--- src/rtl/cv32e40s_ctrl_xfer_sched.sv ---
// Schedules the shared control-transfer target adder between an EX branch and an ID jump,
// and hands the resulting target to IF over a buffered valid/ready redirect.
module cv32e40s_ctrl_xfer_sched #(
  parameter int unsigned STALL_CNT_W = 8
) (
  input  logic                   clk,
  input  logic                   rst_n,
  input  logic                   kill_i,
  input  logic                   bch_req_i,
  input  logic                   jmp_req_i,
  input  logic                   jmp_is_jalr_i,
  input  logic                   jalr_hazard_i,
  input  logic [31:0]            pc_target_i,
  output logic [1:0]             bch_jmp_mux_sel_o,
  output logic                   redir_valid_o,
  input  logic                   redir_ready_i,
  output logic [31:0]            redir_target_o,
  output logic                   redir_is_bch_o,
  output logic                   bch_stall_o,
  output logic                   jmp_stall_o,
  output logic [STALL_CNT_W-1:0] jalr_stall_cnt_o
);

  // bch_jmp_mux_e encoding
  localparam logic [1:0] CT_JAL  = 2'b01;
  localparam logic [1:0] CT_JALR = 2'b10;
  localparam logic [1:0] CT_BCH  = 2'b11;

  typedef enum logic [1:0] {StIdle, StJalrWait, StHold} state_e;

  state_e                 state_q, state_d;
  logic [31:0]            hold_target_q;
  logic                   hold_is_bch_q;
  logic [1:0]             hold_sel_q;
  logic [STALL_CNT_W-1:0] cnt_q;

  logic                   grant;
  logic                   hazard_stall;
  logic                   valid;
  logic                   is_bch;
  logic                   bch_stall;
  logic                   jmp_stall;
  logic [1:0]             sel;
  logic [31:0]            target;

  always_comb begin
    state_d      = state_q;
    grant        = 1'b0;
    hazard_stall = 1'b0;
    valid        = 1'b0;
    is_bch       = 1'b0;
    bch_stall    = 1'b0;
    jmp_stall    = 1'b0;
    sel          = CT_JALR;
    target       = pc_target_i;

    if (kill_i) begin
      state_d = StIdle;
    end else if (state_q == StHold) begin
      valid     = 1'b1;
      target    = hold_target_q;
      is_bch    = hold_is_bch_q;
      sel       = hold_sel_q;
      bch_stall = bch_req_i;
      jmp_stall = jmp_req_i;
      if (redir_ready_i) begin
        state_d = StIdle;
      end
    end else begin
      // Branch is older than the ID jump, so it always wins the adder.
      if (bch_req_i) begin
        grant     = 1'b1;
        sel       = CT_BCH;
        is_bch    = 1'b1;
        jmp_stall = jmp_req_i;
      end else if (jmp_req_i && (!jmp_is_jalr_i || !jalr_hazard_i)) begin
        grant = 1'b1;
        sel   = jmp_is_jalr_i ? CT_JALR : CT_JAL;
      end else if (jmp_req_i) begin
        hazard_stall = 1'b1;
        jmp_stall    = 1'b1;
        state_d      = StJalrWait;
      end else begin
        state_d = StIdle;
      end

      if (grant) begin
        valid   = 1'b1;
        state_d = redir_ready_i ? StIdle : StHold;
      end
    end
  end

  always_ff @(posedge clk or negedge rst_n) begin
    if (!rst_n) begin
      state_q       <= StIdle;
      hold_target_q <= '0;
      hold_is_bch_q <= 1'b0;
      hold_sel_q    <= '0;
      cnt_q         <= '0;
    end else begin
      state_q <= state_d;
      if (kill_i) begin
        hold_target_q <= '0;
        hold_is_bch_q <= 1'b0;
        hold_sel_q    <= '0;
      end else if (grant && !redir_ready_i) begin
        hold_target_q <= pc_target_i;
        hold_is_bch_q <= is_bch;
        hold_sel_q    <= sel;
      end
      if (hazard_stall && (cnt_q != {STALL_CNT_W{1'b1}})) begin
        cnt_q <= cnt_q + 1'b1;
      end
    end
  end

  // Handshake and stall outputs are quiet while reset is held.
  assign redir_valid_o     = valid & rst_n;
  assign bch_stall_o       = bch_stall & rst_n;
  assign jmp_stall_o       = jmp_stall & rst_n;
  assign redir_target_o    = target;
  assign redir_is_bch_o    = is_bch;
  assign bch_jmp_mux_sel_o = sel;
  assign jalr_stall_cnt_o  = cnt_q;

endmodule

--- config.mk ---
export PLATFORM = sky130hd
export DESIGN_NAME = cv32e40s_ctrl_xfer_sched
export DESIGN_NICKNAME = d
export VERILOG_FILES = /design/src/rtl/cv32e40s_ctrl_xfer_sched.sv
export SDC_FILE = /design/constraint.sdc
export NUM_CORES = 1
export LEC_CHECK = 0
export BUFFER_PORTS_ARGS = -buffer_cell sky130_fd_sc_hd__buf_2
export CAP_MARGIN = 20
export CORE_UTILIZATION = 40
export CTS_CLUSTER_DIAMETER = 80
export DETAILED_ROUTE_END_ITERATION = 12
export PLACE_DENSITY = 0.65
export SYNTH_ARGS = -nofsm -noshare
export SYNTH_HDL_FRONTEND = slang
export SYNTH_SLANG_ARGS = --single-unit
--- constraint.sdc ---
create_clock -name clk -period 2.4 [get_ports clk]
set_input_delay 0.24 -clock clk [delete_from_list [all_inputs] [get_ports clk]]
set_output_delay 0.24 -clock clk [all_outputs]
set_load 0.03 [all_outputs]
After elaboration in Yosys (flattened, before gate mapping)

Cells that the tools add are included.

Output and inout port bits: 46
ROM bits: 0
Bits in latches: 0
RAM bits: 0
Input bits: 40
Memories: 0
Flip-flop bits (word level): 45
Word-level logic and storage cells: 66

Add/sub/neg operators: 1
Multipliers: 0
Shift-type cells: 0
Muxes and demuxes: 43
Bitwise operators: 3
Equal/unequal tests: 5
Reduce and logical (&&, ||, !) cells: 9
Order comparisons: 0
Div/mod/pow operators: 0

Operator list:

| operator            | count |
|---|---|
| $mux 32             | 4 |
| $mux 2              | 14 |
| $mux 1              | 25 |
| $add 8x1->8 const B | 1 |
| $ne 8x8->1 const B  | 1 |
| $ne 4x2->1 const B  | 1 |
| $ne 4x3->1 const B  | 1 |
| $and 1x1->1         | 3 |
| $logic_and 1x1->1   | 3 |
| $logic_not 1->1     | 3 |
| $ne 3x3->1 const B  | 1 |
| $reduce_and 3->1    | 1 |
| $eq 2x2->1 const B  | 1 |
| $reduce_bool 2->1   | 1 |
| $logic_or 1x1->1    | 1 |

Depth between registers and ports, before layout

Gate-level depths: netlist of run 1.

Depth in word-level cells: 12
Mapped depth: 6
Mapped depth without buffers: 5

Least setup slack after synthesis of run 1

No wires, ideal clock.

Path kind: register -> output
Start: register state_q[0]
End: output port redir_valid_o
Data required time: 2.160 ns
Stages on the path, launching flop included: 4
Data arrival time: 1.667 ns
Path buffers: 0
Slack: 0.493 ns
Cells stage by stage: dfrtp_1 nor2b_1 nor2_1 a21boi_0

Cells in the longest elaborated chain, start to end: 4

Ends and longest elaborated chain:

| what                   | line | source |
|---|---|---|
| start, declared        | 31   | `state_e state_q, state_d;` |
| start signal, assigned | 96   | `state_q <= StIdle;` |
| start signal, assigned | 102  | `state_q <= state_d;` |
| $eq 2x2->1             | 59   | `end else if (state_q == StHold) begin` |
| $mux 1                 | 59   |  |
| $mux 1                 | 57   | `if (kill_i) begin` |
| $and 1x1->1            | 119  | `assign redir_valid_o = valid & rst_n;` |
| end, declared          | 15   | `output logic redir_valid_o,` |

Every way passes these cells.

Worst setup path in the final report of run 1

Start: register state_q[0]
End: output port redir_target_o[22]

Cells in the longest elaborated chain, start to end: 3

Ends and longest elaborated chain:

| what          | line | source |
|---|---|---|
| $eq 2x2->1    | 59   |  |
| $mux 32       | 59   |  |
| $mux 32       | 57   |  |
| end, declared | 17   | `output logic [31:0] redir_target_o,` |

Every way passes these cells.

==> flow_summary.yaml, run 1 <==
floorplan:
  die_area_sq_um: 6920
  initial_utilization_pct: 41.5
  num_rows: 29
  die_height_um: 83.2
  io_pins: 86
  die_x_um: 83.2
  core_area_sq_um: 6350
detailed_routing:
  wire_per_inst_um: 13.8
  vias: 2048
  vias_per_cell: 5.04
  drc: 0
  drt_pass1_iterations: 4
  drt_iter0_drc: 71
  ant_nets: 0
  wl_mm: 5.59
timing:
  tightest_slew_ps: 694
  slew_headroom_pct: 53.6
  finalCritPeriodShare_pct: 95.1
  fmax_mhz: 438
  setup_tns_ps: 0
  rsz0062_at_grt: "no"
  finalMaxSlewViolations: 0
  setup_viol: 0
  min_period_ps: 2280
  skew_ps: 3.61
  hold_violations: 0
power:
  p_leak_nw: 1.50
  powerDensity_nw_per_um2: 566
  vdd_ir_drop_max_mv: 0.288
place:
  dp_hpwl_mm: 3.87
  gp_congestion: 0.790
  place.port_buffers: 85
worst_setup_path:
  r2r_setup_slack_ps: 560
  crit_path_end_kind: "primary output"
  worstPathCellList: "nand2b_1 > nor2_4 > buf_12 > mux2_2 > buf_2"
  timing.rr.start: "state_q[1]"
  crit_fanout: 25
  r2r_end: "jalr_stall_cnt_o[1]"
  cp.required_ps: 2160
  critPathLaunchType: "register"
  cpMaxStageDelayCell: "dfrtp_1"
  rr_worst_depth: 4
  path_delay_family: "simple AND/OR/NAND/NOR gates"
  worstSetupPathType: "reg2out"
  crit_arrival_ps: 2040
  critPathBufInv: 2
  cp_slowest_stage_delay_ps: 380
cells_and_area:
  regArea_sq_um: 1130
  final_util_pct: 50.0
  nets: 371
  diodes: 0
  drive_above_1_share_pct: 50.8
  syn2layout_area_growth_pct: 20.4
  num-fill-cells: 594
  multi_input_area_sq_um: 1390
clock_network:
  cts_setup_buffers: 0
  cts_inserted_buffers: 5
  cts_max_level: 2
  cts_hold_buf: 0
  clock_sinks: 45
  cts-root-buf: "clkbuf_8"
  cts-resized-gates: 0
  clk_pin_slew_ps: 80
  clock_path_buffers: 2
  clk_latency_ps: 290
  cts_tree: "yes"
logic_synthesis:
  synth_cell_types: 36
  synthAdderAreaFrac_pct: 0.474
  synth_cells: 249
  syn_area_sq_um: 2640
  seq_area_frac_synth_pct: 42.7
  yosys_warnings: 0
  netlist_top_cells_area: "dfrtp_1, mux2_2, o21ai_2"
  synth.area.mux_share_pct: 14.5
  synth-seq-cells: 45
  synth-simple-area-share_pct: 21.0
  synth_xor_xnor_area_share_pct: 2.32
  synth_top_cell_area_share_pct: 42.7
  synth_top_family_by_area: "simple AND/OR/NAND/NOR gates"
  synth.avg_cell_area_sq_um: 10.6
  synth_top_area_cell: "dfrtp_1"
  synth-compound-area-share_pct: 14.2
  synth_nets: 290
global_route:
  grt_pass1_vias: 2075
  grt.overflow.total: 0
  grt_max_degree: 67
  grt_pass1_wl_mm: 9.68
  antenna_found_initial: 0
  grt_usage_pct: 17.3
min_path:
  min_path_type: "in2async"
run_status:
  status: "complete, no violations"
job:
  max-cap-violations: 0
final cells by class:
class	count	area share, %
clock buffers	5	2.17
inverters	2	0.236
well taps	77	3.03
clock inverters	1	0.158
multi-input cells	187	43.8
repair buffers	89	15.1
flip-flops and latches	45	35.5
power breakdown:
part / leakage, nW / internal [mW] / switching, mW
Clock: 0.0399 / 0.192 / 0.245
Combinational: 0.858 / 0.184 / 0.310
Sequential: 0.606 / 0.820 / 0.0466
layer usage:
layer  GRT usage (%)  up-vias  part of all wire, %
met5               0        -                    0
met1            21.7      973                   44
li1                -     1014                    -
met2            28.5       52                   50
met4            7.68        0                  2.1
met3            3.68        9                  4.2
through the flow:
stage,power [mW],setup slack (ps),hold WS [ps],instances,instance area (sq um)
finish,1.80,117,30.5,406,3180
global placement,1.37,451,388,400,3100
global route,1.90,5.57,78.1,406,3180
CTS,1.83,84.6,54.8,406,3180
floorplan,1.23,493,-55.6,249,2640
detailed placement,1.38,427,382,400,3100
synth_stat cells:
library cell and instances:
a2111oi_4 1, a21bo_2 1, a21boi_0 1, a21o_1 1
a21oi_1 2, a22oi_1 1, a311oi_1 1, and3_1 2
buf_12 1, buf_2 3, buf_6 1, buf_8 3
clkbuf_1 5, clkbuf_2 2, dfrtp_1 45, ha_1 1
inv_1 2, mux2_2 33, mux2i_1 1, nand2_1 33
nand2_2 3, nand2b_1 36, nand3_1 4, nand3b_1 1
nand4_1 3, nor2_1 8, nor2b_1 5, nor3_1 4
nor3b_1 1, nor4_4 1, nor4b_1 2, o21ai_2 32
o21bai_1 1, o31ai_1 1, xnor2_1 3, xor2_1 4
cell usage in the layout, fill, tap and decap left out, types with 3 or more instances in the layout:
cell type and instances:
buf_2 85, clkbuf_8 5, dfrtp_1 45, mux2_2 33, nand2_1 33, nand2_2 3
nand2b_1 36, nand3_1 4, nand4_1 3, nor2_1 7, nor2b_1 5, nor3_1 4
o21ai_2 32, xnor2_1 3, xor2_1 4
flip-flops by register name, summed over array words and instances, names as in the netlist:
name / cells
hold_target_q: 32
hold_is_bch_q: 1
hold_sel_q: 2
state_q: 2
jalr_stall_cnt_o: 8
kinds of logic after synthesis:
group / after synthesis
and+or+nand+nor: 103
DFF: 45
AOI/OAI and AO/OA: 42
muxes: 34
buffers and inverters: 17
xor gates and xnor gates: 7
adders and majority gates: 1
how the worst max path moves through the flow:
stage,cells past startpoint,endpoint,startpoint
2_1_floorplan,3,redir_valid_o,state_q[0]
3_3_place_gp,5,redir_target_o[22],state_q[0]
3_5_place_dp,5,redir_target_o[22],state_q[0]
4_1_cts,5,redir_target_o[22],state_q[0]
5_1_grt,5,redir_target_o[1],state_q[0]
6_report,5,redir_target_o[22],state_q[0]
Power figures use the tool's default switching activity.
==> run 2, diff against run 1 <==
--- a/config.mk
+++ b/config.mk
@@ -7,10 +7,10 @@
 export LEC_CHECK = 0
 export BUFFER_PORTS_ARGS = -buffer_cell sky130_fd_sc_hd__buf_2
 export CAP_MARGIN = 20
-export CORE_UTILIZATION = 40
+export CORE_UTILIZATION = 55
 export CTS_CLUSTER_DIAMETER = 80
 export DETAILED_ROUTE_END_ITERATION = 12
-export PLACE_DENSITY = 0.65
+export PLACE_DENSITY = 0.86
 export SYNTH_ARGS = -nofsm -noshare
 export SYNTH_HDL_FRONTEND = slang
 export SYNTH_SLANG_ARGS = --single-unit
==> run 2 against run 1 <==
Against the previous run:
- the flow now finishes with violations (DRC)
- sequential power about the same
- clock-buffer cell count up 3
- first-iteration DRC count up 58%
- die area down 27%
- register-to-register slack worse by 40 ps
==> flow_summary.yaml, run 2 (synthesis gave the netlist of run 1 again) <==
global_route:
  grt_usage_pct: 22.0
  grt_pass1_vias: 1968
  antenna_found_initial: 0
  grt_pass1_wl_mm: 8.97
  grt_max_degree: 67
  grt.overflow.total: 0
detailed_routing:
  wire_per_inst_um: 13.7
  ant_nets: 0
  drt_iter0_drc: 112
  vias: 2093
  drc: 5
  wl_mm: 5.23
  drt_pass1_iterations: 8
  vias_per_cell: 5.46
timing:
  finalMaxSlewViolations: 0
  finalCritPeriodShare_pct: 88.3
  setup_viol: 0
  rsz0062_at_grt: "no"
  setup_ws_ps: 280
  slew_headroom_pct: 51.4
  hold_violations: 0
  fmax_mhz: 472
  skew_ps: 4.96
  setup_tns_ps: 0
  tightest_slew_ps: 728
  min_period_ps: 2120
clock_network:
  clk_pin_slew_ps: 80
  clk_latency_ps: 280
  cts_inserted_buffers: 5
  clock_sinks: 45
  cts-resized-gates: 0
  cts_tree: "yes"
  clock_path_buffers: 2
  cts_setup_buffers: 0
  cts_hold_buf: 0
  cts_max_level: 2
  cts-root-buf: "clkbuf_8"
place:
  placedCellCount: 375
  dp_slack_ps: 533
  dp_hpwl_mm: 3.66
  gp_congestion: 0.848
  place.port_buffers: 85
cells_and_area:
  largest_register: "hold_target_q"
  syn2layout_area_growth_pct: 19.4
  final_cell_mix: "buf_2, dfrtp_1, nand2b_1"
  drive_above_1_share_pct: 50.2
  largest_reg_flops: 32
  diodes: 0
  nets: 371
  final_cells: 383
  final_common_cell: "buf_2"
power:
  report.power.total_mw: 1.80
  p_leak_nw: 1.50
  powerDensity_nw_per_um2: 572
  vdd_ir_drop_max_mv: 0.550
worst_setup_path:
  worstSetupPathType: "reg2out"
  cp.required_ps: 2160
  r2r_setup_slack_ps: 520
  r2r_end: "jalr_stall_cnt_o[1]"
  rr_worst_depth: 4
  timing.rr.start: "state_q[1]"
  crit_path_end_kind: "primary output"
  critPathLaunchType: "register"
  crit_fanout: 7
  crit_arrival_ps: 1880
floorplan:
  die_x_um: 71.3
  die_area_sq_um: 5080
  num_rows: 24
  core_area_sq_um: 4470
  io_pins: 86
  initial_utilization_pct: 58.9
  die_height_um: 71.3
run_status:
  violations: "DRC"
  status: "finished, violations left"
job:
  max-cap-violations: 0
min_path:
  min_path_type: "in2async"
-- run 2: changes by cell type in the layout (fill, tap and decap cells not counted) --
cell	previous run	this run
clkbuf_1	0	3
clkinv_2	1	0
-- run 2: area by class of cell --
type | count | area, sq um
clock buffer | 8 | 80.1
fill | 351 | 1320
inverter | 2 | 7.51
multi-input combinational | 187 | 1390
sequential | 45 | 1130
tap | 52 | 65.1
timing repair buffer | 89 | 480
-- run 2: critical path: stages (launching register included) --
cell and delay, ps:
dfrtp_1 380, nor2b_1 580, nor2_1 170, a21boi_0 230, buf_2 230
-- run 2: stage by stage --
| step | utilization (%) | area (sq um) | hold slack, ps |
|---|---|---|---|
| finish | 70.4 | 3150 | 30.6 |
| global route | 70.4 | 3150 | 90.2 |
| CTS | 70.4 | 3150 | 63.6 |
| detailed placement | 68.6 | 3070 | 375 |
| global placement | 68.6 | 3070 | 374 |
| floorplan | - | 2640 | -55.6 |
-- run 2: worst max-delay path by stage --
stage / startpoint / endpoint
after floorplan: state_q[0] / redir_valid_o
after global placement: state_q[1] / jalr_stall_cnt_o[1]
after detailed placement: state_q[1] / jalr_stall_cnt_o[1]
after CTS: state_q[0] / redir_valid_o
after global routing: state_q[0] / redir_is_bch_o
final: state_q[0] / redir_valid_o
-- run 2: power by group --
group | leakage (nW) | switching (mW) | internal [mW] | total, mW
sequential | 0.606 | 0.0482 | 0.820 | 0.868
combinational | 0.858 | 0.309 | 0.184 | 0.493
clock | 0.0395 | 0.234 | 0.207 | 0.441
total | 1.50 | 0.592 | 1.21 | 1.80
-- run 2: per-layer routing --
layer / global-route usage (%) / wire, um
met5: 0 / 0
met4: 7.56 / 46
met3: 3.23 / 210
met2: 35.7 / 2560
met1: 30.7 / 2420
